File: src/rtl/arbitro_memoria_if.sv
// Bundle of the fetch, load/store and memory-side signals around the memory arbiter.
// slave = the arbiter itself; master = everything around it (requesters and memory).
interface arbitro_memoria_if #(
  parameter int ADDR_W = 32,
  parameter int DATA_W = 32
);
  logic              i_req;
  logic [ADDR_W-1:0] i_addr;
  logic              i_ack;
  logic              i_rvalid;
  logic [DATA_W-1:0] i_rdata;

  logic              d_req;
  logic              d_we;
  logic [ADDR_W-1:0] d_addr;
  logic [DATA_W-1:0] d_wdata;
  logic              d_ack;
  logic              d_rvalid;
  logic [DATA_W-1:0] d_rdata;

  logic              mem_en;
  logic              mem_we;
  logic [ADDR_W-1:0] mem_addr;
  logic [DATA_W-1:0] mem_wdata;
  logic [DATA_W-1:0] mem_rdata;

  logic              busy;

  modport slave (
    input  i_req, i_addr, d_req, d_we, d_addr, d_wdata, mem_rdata,
    output i_ack, i_rvalid, i_rdata, d_ack, d_rvalid, d_rdata,
           mem_en, mem_we, mem_addr, mem_wdata, busy
  );

  modport master (
    output i_req, i_addr, d_req, d_we, d_addr, d_wdata, mem_rdata,
    input  i_ack, i_rvalid, i_rdata, d_ack, d_rvalid, d_rdata,
           mem_en, mem_we, mem_addr, mem_wdata, busy
  );
endinterface

File: src/rtl/arbitro_memoria.sv
// Round-robin arbiter sharing one fixed-latency single-port memory between the
// instruction-fetch and load/store requesters; one access in flight at a time.
module arbitro_memoria #(
  parameter int ADDR_W  = 32,
  parameter int DATA_W  = 32,
  parameter int MEM_LAT = 2
) (
  input  logic               clk,
  input  logic               rst,
  arbitro_memoria_if.slave   bus
);

  typedef enum logic [1:0] {
    IDLE  = 2'd0,
    ISSUE = 2'd1,
    WAIT  = 2'd2
  } state_t;

  localparam logic [3:0] LAT_C = 4'(MEM_LAT);

  state_t            state_q, state_d;
  logic [3:0]        cnt_q, cnt_d;
  logic              win_d_q, win_d_d;     // 1: current access belongs to D
  logic              last_d_q, last_d_d;   // 1: D won the most recent grant
  logic              we_q, we_d;
  logic [ADDR_W-1:0] addr_q, addr_d;
  logic [DATA_W-1:0] wdata_q, wdata_d;

  logic              pick_d;
  logic              issue;
  logic              read_done;

  // State register
  always_ff @(posedge clk) begin
    if (rst) begin
      state_q  <= IDLE;
      cnt_q    <= '0;
      win_d_q  <= 1'b0;
      last_d_q <= 1'b0;
      we_q     <= 1'b0;
      addr_q   <= '0;
      wdata_q  <= '0;
    end else begin
      state_q  <= state_d;
      cnt_q    <= cnt_d;
      win_d_q  <= win_d_d;
      last_d_q <= last_d_d;
      we_q     <= we_d;
      addr_q   <= addr_d;
      wdata_q  <= wdata_d;
    end
  end

  // Next-state and latch logic
  always_comb begin
    state_d  = state_q;
    cnt_d    = cnt_q;
    win_d_d  = win_d_q;
    last_d_d = last_d_q;
    we_d     = we_q;
    addr_d   = addr_q;
    wdata_d  = wdata_q;
    pick_d   = 1'b0;

    unique case (state_q)
      IDLE: begin
        if (bus.i_req || bus.d_req) begin
          // On a tie the requester that did not win last time goes first.
          pick_d   = bus.d_req && (!bus.i_req || !last_d_q);
          win_d_d  = pick_d;
          last_d_d = pick_d;
          we_d     = pick_d && bus.d_we;
          addr_d   = pick_d ? bus.d_addr : bus.i_addr;
          wdata_d  = pick_d ? bus.d_wdata : '0;
          state_d  = ISSUE;
        end
      end
      ISSUE: begin
        if (we_q) begin
          state_d = IDLE;
        end else begin
          cnt_d   = 4'd1;
          state_d = WAIT;
        end
      end
      WAIT: begin
        if (cnt_q == LAT_C) begin
          cnt_d   = '0;
          state_d = IDLE;
        end else begin
          cnt_d = cnt_q + 4'd1;
        end
      end
      default: begin
        state_d = IDLE;
        cnt_d   = '0;
      end
    endcase
  end

  // Outputs: pure decodes of registered state, apart from the read-data pass-through
  always_comb begin
    issue     = (state_q == ISSUE);
    read_done = (state_q == WAIT) && (cnt_q == LAT_C);

    bus.mem_en    = issue;
    bus.mem_we    = issue && we_q;
    bus.mem_addr  = issue ? addr_q : '0;
    bus.mem_wdata = (issue && we_q) ? wdata_q : '0;

    bus.i_ack    = issue && !win_d_q;
    bus.d_ack    = issue && win_d_q;
    bus.i_rvalid = read_done && !win_d_q;
    bus.d_rvalid = read_done && win_d_q;
    bus.i_rdata  = (read_done && !win_d_q) ? bus.mem_rdata : '0;
    bus.d_rdata  = (read_done && win_d_q) ? bus.mem_rdata : '0;

    bus.busy = (state_q != IDLE);
  end

endmodule
File: src/flat_wrapper.sv
// flat-port wrapper written by rule: the top's interface ports become plain ports
module arbitro_memoria_flat 
#(
  parameter int ADDR_W  = 32,
  parameter int DATA_W  = 32,
  parameter int MEM_LAT = 2
)
  (clk, rst, bus_i_req, bus_i_addr, bus_d_req, bus_d_we, bus_d_addr, bus_d_wdata, bus_mem_rdata, bus_i_ack, bus_i_rvalid, bus_i_rdata, bus_d_ack, bus_d_rvalid, bus_d_rdata, bus_mem_en, bus_mem_we, bus_mem_addr, bus_mem_wdata, bus_busy);
  arbitro_memoria_if #(.ADDR_W(ADDR_W), .DATA_W(DATA_W)) bus_i ();
  input  logic clk;
  input  logic rst;
  input wire logic [$bits(bus_i.i_req)-1:0] bus_i_req;
  input wire logic [$bits(bus_i.i_addr)-1:0] bus_i_addr;
  input wire logic [$bits(bus_i.d_req)-1:0] bus_d_req;
  input wire logic [$bits(bus_i.d_we)-1:0] bus_d_we;
  input wire logic [$bits(bus_i.d_addr)-1:0] bus_d_addr;
  input wire logic [$bits(bus_i.d_wdata)-1:0] bus_d_wdata;
  input wire logic [$bits(bus_i.mem_rdata)-1:0] bus_mem_rdata;
  output wire logic [$bits(bus_i.i_ack)-1:0] bus_i_ack;
  output wire logic [$bits(bus_i.i_rvalid)-1:0] bus_i_rvalid;
  output wire logic [$bits(bus_i.i_rdata)-1:0] bus_i_rdata;
  output wire logic [$bits(bus_i.d_ack)-1:0] bus_d_ack;
  output wire logic [$bits(bus_i.d_rvalid)-1:0] bus_d_rvalid;
  output wire logic [$bits(bus_i.d_rdata)-1:0] bus_d_rdata;
  output wire logic [$bits(bus_i.mem_en)-1:0] bus_mem_en;
  output wire logic [$bits(bus_i.mem_we)-1:0] bus_mem_we;
  output wire logic [$bits(bus_i.mem_addr)-1:0] bus_mem_addr;
  output wire logic [$bits(bus_i.mem_wdata)-1:0] bus_mem_wdata;
  output wire logic [$bits(bus_i.busy)-1:0] bus_busy;
  assign bus_i.i_req = bus_i_req;
  assign bus_i.i_addr = bus_i_addr;
  assign bus_i.d_req = bus_d_req;
  assign bus_i.d_we = bus_d_we;
  assign bus_i.d_addr = bus_d_addr;
  assign bus_i.d_wdata = bus_d_wdata;
  assign bus_i.mem_rdata = bus_mem_rdata;
  assign bus_i_ack = bus_i.i_ack;
  assign bus_i_rvalid = bus_i.i_rvalid;
  assign bus_i_rdata = bus_i.i_rdata;
  assign bus_d_ack = bus_i.d_ack;
  assign bus_d_rvalid = bus_i.d_rvalid;
  assign bus_d_rdata = bus_i.d_rdata;
  assign bus_mem_en = bus_i.mem_en;
  assign bus_mem_we = bus_i.mem_we;
  assign bus_mem_addr = bus_i.mem_addr;
  assign bus_mem_wdata = bus_i.mem_wdata;
  assign bus_busy = bus_i.busy;
  arbitro_memoria #(.ADDR_W(ADDR_W), .DATA_W(DATA_W), .MEM_LAT(MEM_LAT)) u_core (.clk(clk), .rst(rst), .bus(bus_i));
endmodule
File: config.mk
export PLATFORM = sky130hd
export DESIGN_NAME = arbitro_memoria_flat
export DESIGN_NICKNAME = d
export VERILOG_FILES = /design/src/rtl/arbitro_memoria_if.sv /design/src/rtl/arbitro_memoria.sv /design/src/flat_wrapper.sv
export SDC_FILE = /design/constraint.sdc
export NUM_CORES = 1
export LEC_CHECK = 0
export ABC_CLOCK_PERIOD_IN_PS = 1800
export CORE_MARGIN = 8
export CORE_UTILIZATION = 30
export CTS_BUF_LIST = sky130_fd_sc_hd__clkbuf_4 sky130_fd_sc_hd__clkbuf_8
export DETAILED_ROUTE_END_ITERATION = 10
export PLACE_DENSITY = 0.81
export SKIP_LAST_GASP = 1
export SLEW_MARGIN = 0
export SYNTH_ARGS = -nofsm -noshare
export SYNTH_HDL_FRONTEND = slang
export SYNTH_SLANG_ARGS = --single-unit
File: constraint.sdc
create_clock -name clk -period 1.8 [get_ports clk]
set_clock_uncertainty 0.2 [all_clocks]
set_input_delay 0.27 -clock clk [delete_from_list [all_inputs] [get_ports clk]]
set_output_delay 0.27 -clock clk [all_outputs]
set_load 0.005 [all_outputs]
# Word level (Yosys, flattened, before mapping)
# Cells that the tools add are included.
# word_totals
reg_bits	72
output_inout_bits	135
inputBits	133
# classes
muxes	13
n_bitwise	1
n_reduce_logical	17
add_sub_neg	1
n_eq_ne	6
# op_table
operator	count
$mux W32	6
$pmux W4 S3	1
$logic_and A1 B1 Y1	8
$mux W4	2
$mux W2	3
$pmux W2 S3	1
$reduce_and A2 Y1	3
$add A4 B1 Y4 const B	1
$eq A4 B2 Y1 const B	1
$ne A2 B1 Y1 const B	2
$eq A2 B1 Y1 const B	1
$eq A2 B2 Y1 const B	1
$logic_not A1 Y1	2
$logic_not A2 Y1	1
$logic_or A1 B1 Y1	2
$ne A2 B2 Y1 const B	1
$reduce_bool A2 Y1	1
$not A1 Y1	1

# Logic depth before layout (Yosys ltp)
# depth
depth_word	4
mapped_depth	7

# Least setup slack after synthesis
# Ideal clock, no wire load.
# synth_timing
path_type	reg-to-output
startpoint	register u_core.state_q[0]
endpoint	output bus_i_rdata[10]
path_stages_with_launch	7
arrival_ns	1.365
slack_ns	-0.035
required_ns	1.330
cell_sequence	dfxtp_1 -> inv_1 -> ha_1 -> nand3b_1 -> nor3_1 -> clkbuf_1 -> and2_1
# synth_via
elab_chain_cells	4
# synth_rtl
item	line	rtl
start: declaration	arbitro_memoria.sv:21	state_t state_q, state_d;
start signal: assignment	arbitro_memoria.sv:44	state_q <= state_d;
$eq A2 B2 Y1	arbitro_memoria.sv:104	read_done = (state_q == WAIT) && (cnt_q == LAT_C);
$logic_and A1 B1 Y1	arbitro_memoria.sv:104	
$logic_and A1 B1 Y1	arbitro_memoria.sv:115	bus.i_rdata = (read_done && !win_d_q) ? bus.mem_rdata : '0;
$mux W32	arbitro_memoria.sv:115	
end: declaration	flat_wrapper.sv:21	output wire logic [$bits(bus_i.i_rdata)-1:0] bus_i_rdata;
# Every way passes these cells.

# Worst setup path after layout
# layout_timing
startpoint	register u_core.state_q[0]
endpoint	output bus_d_rdata[24]
# layout_via
elab_chain_cells	4
# layout_rtl
item	line	rtl
$eq A2 B2 Y1	arbitro_memoria.sv:104	
$logic_and A1 B1 Y1	arbitro_memoria.sv:104	
$logic_and A1 B1 Y1	arbitro_memoria.sv:116	bus.d_rdata = (read_done && win_d_q) ? bus.mem_rdata : '0;
$mux W32	arbitro_memoria.sv:116	
end: declaration	flat_wrapper.sv:24	output wire logic [$bits(bus_i.d_rdata)-1:0] bus_d_rdata;
# Every way passes these cells.

==> impl_metrics.ini <==
[synthesis]
yosysWarnings = 0
yosysSeqAreaShare = 0.3702
synth_flop_cell = dfxtp_1
ys_ff_latch = 72
syn_nets = 595
synthTopCellsByCount = and2_1 (98), dfxtp_1 (72), nor2_1 (67)
syn_avg_cell_area_um2 = 8.520
synthCells = 457
netlist.area_leader.share = 0.3702
synth.area.top_cells = dfxtp_1 (37%), and2_1 (16%), mux2i_1 (8.5%)
async_flop_share = 0
netlist_area_mm2 = 0.003894
synth_edf_count = 0
yosysMostFrequentCell = and2_1
yosysTopAreaCell = dfxtp_1
ys_types = 39

[placement]
hpwlAfterDp_um = 12070
gp_congestion = 0.8278
dp_slack_ps = -462.5
dp.cells = 884
io_buffers = 267

[detailed_routing]
wl_per_cell_um = 22.27
drt-total-wl_um = 21650
vias = 5059
firstDrtPassIters = 4
first_iter_violations = 215
vias_per_cell = 5.205
drc_errors = 0
ant_nets = 0

[clock_tree]
cts_tree = yes
cts.reportedPaths.clkPinSlew_ps = 90
clkSinkCount = 72
clock_latency_ps = 350
cts_buffer_depth = 2
clock-root-buffer = clkbuf_8
cts_buffers = 9
htreeDepth = 3

[finish]
stdcell_count = 972
areaGrowthSynthToFinish_pct = 131.5
multi_input_area_mm2 = 0.002998
fill_cells = 903
seqCellArea_mm2 = 0.001448
fin_util = 0.7113
final_nets = 931
drive_gt1_frac = 0.5338

[setup_path]
crit_type = reg2out
reg2reg_to = u_core.cnt_q[3]
arrival_ps = 2030
r2r_cells = 11
end_kind = output port
worstReg2RegStart = u_core.state_q[1]
reg2reg_setup_slack_ps = -450
crit_fanout = 8
cp-startpoint = u_core.state_q[0]
startpoint_type = flop
crit_required_ps = 1330

[run_status]
status = finished with violations
violations = negative setup slack

[timing]
hold_viol_final = 0
final.setup.tns_ps = -77410
rsz0062_at_grt = yes
fin_ws_ps = -703.5
setup_viol = 207
finalCriticalPeriod_ps = 2504
hold_ws_ps = 95.45
slew_headroom = 0.6151
worst_pin_slew_ps = 577.4
max_freq_ghz = 0.3994
drv_slew = 0
min_period_over_period = 1.391

[run]
maxCapViolCount = 0

[grt]
globalRouteTotalUtil = 0.1832
overflow = 0
grt_max_degree = 65
grt_pass1_wl_um = 24590
grt_pass1_vias = 4755
antenna_found_initial = 2

[die]
num_rows = 41
dieHeight_um = 129.9
start_util = 0.3073
fp.dieW_um = 129.9
dieArea_mm2 = 0.01688
core_area_mm2 = 0.01267
num_io_pins = 268

[pwr]
max-vdd-ir-drop_v = 0.0004225
power_per_cell_area_mw_per_mm2 = 734.3
leakage_uw = 0.003995

[hold_path]
hp-class = in2reg
worstHoldPathCells = 2
worstHoldEndpoint = u_core.wdata_q[25]
hold_path_startpoint = rst
[kinds of logic (layout without fill, tap and decap cells)]
| family | after synthesis | count (layout) | share of synthesized area |
|---|---|---|---|
| AOI/OAI and AO/OA | 78 | 78 | 0.1607 |
| adders and majority gates | 5 | 5 | 0.01607 |
| buffers and inverters | 52 | 393 | 0.05752 |
| DFF | 72 | 72 | 0.3702 |
| muxes | 33 | 33 | 0.08483 |
| other | 0 | 2 | 0 |
| and+or+nand+nor | 217 | 217 | 0.3107 |
[state kept, by name, indices dropped and copies added (netlist names)]
| name | cells |
|---|---|
| u_core.addr_q | 32 |
| u_core.cnt_q | 4 |
| u_core.last_d_q | 1 |
| u_core.state_q | 2 |
| u_core.wdata_q | 32 |
| u_core.we_q | 1 |
[layout by cell type, fill, tap and decap left out, types with 18 or more instances in the layout]
master / count
a32oi_1: 19
buf_12: 19
clkbuf_16: 18
and2_1: 32
buf_4: 41
and2_4: 66
clkbuf_2: 31
nor2_1: 51
dfxtp_1: 69
mux2i_1: 33
clkdlybuf4s50_1: 131
a211oi_2: 31
and3_4: 26
buf_6: 105
[stage by stage]
step / total power, µW / instance area, µm²
after floorplan: 2739 / 3900
after global placement: 3584 / 6967
after detailed placement: 3656 / 6967
after CTS: 5238 / 7481
after global routing: 6873 / 9012
final: 6618 / 9012
[per-layer routing]
metal  wire length, µm  part of all wire  vias to the layer above  global-route usage
met5                 0                 0                        -                   0
met4               737             0.034                        0             0.07923
met3              1690             0.078                       56             0.05263
met2             11050              0.51                      283              0.3363
met1              8165              0.38                     2430              0.1909
li1                  -                 -                     2290                   -
[how the worst max path moves through the flow]
stage,end,cells past startpoint
2_1_floorplan,bus_d_rdata[10],6
3_3_place_gp,bus_d_rdata[15],7
3_5_place_dp,bus_d_rdata[0],7
4_1_cts,bus_d_rdata[0],7
5_1_grt,bus_d_rdata[13],10
6_report,bus_d_rdata[24],10
[power by group]
| part | internal, µW | leakage (µW) | total, µW | switching (µW) |
|---|---|---|---|---|
| sequential | 1810 | 0.000595 | 1980 | 164 |
| combinational | 1880 | 0.00329 | 3290 | 1410 |
| clock | 683 | 0.000107 | 1350 | 669 |
[critical path: stages, from the launching register on]
cell and delay (ps):
dfxtp_2 340, inv_2 70, ha_4 130, nand3b_1 140, buf_4 180, nor3b_4 210, buf_6 140, buf_6 90
clkbuf_16 140, and2_4 150, buf_6 90
[what timing repair did]
item / 4_1_cts / 5_1_grt
cloned: 6 / 22
hold buffers: 0 / 0
pin swaps: 4 / 104
resized for setup: 166 / 584
endpoints found under the setup margin: 206 / 207
buffers inserted: 18 / 37
[area by class of cell]
cell class	count	area share
clock buffer	10	0.01527
tap	172	0.02388
multi-input combinational	333	0.3326
antenna	2	0.0005553
inverter	5	0.002638
timing repair buffer	372	0.4570
sequential	72	0.1606
clock inverter	6	0.007358
Note: power is estimated with default switching activity, not from simulation.
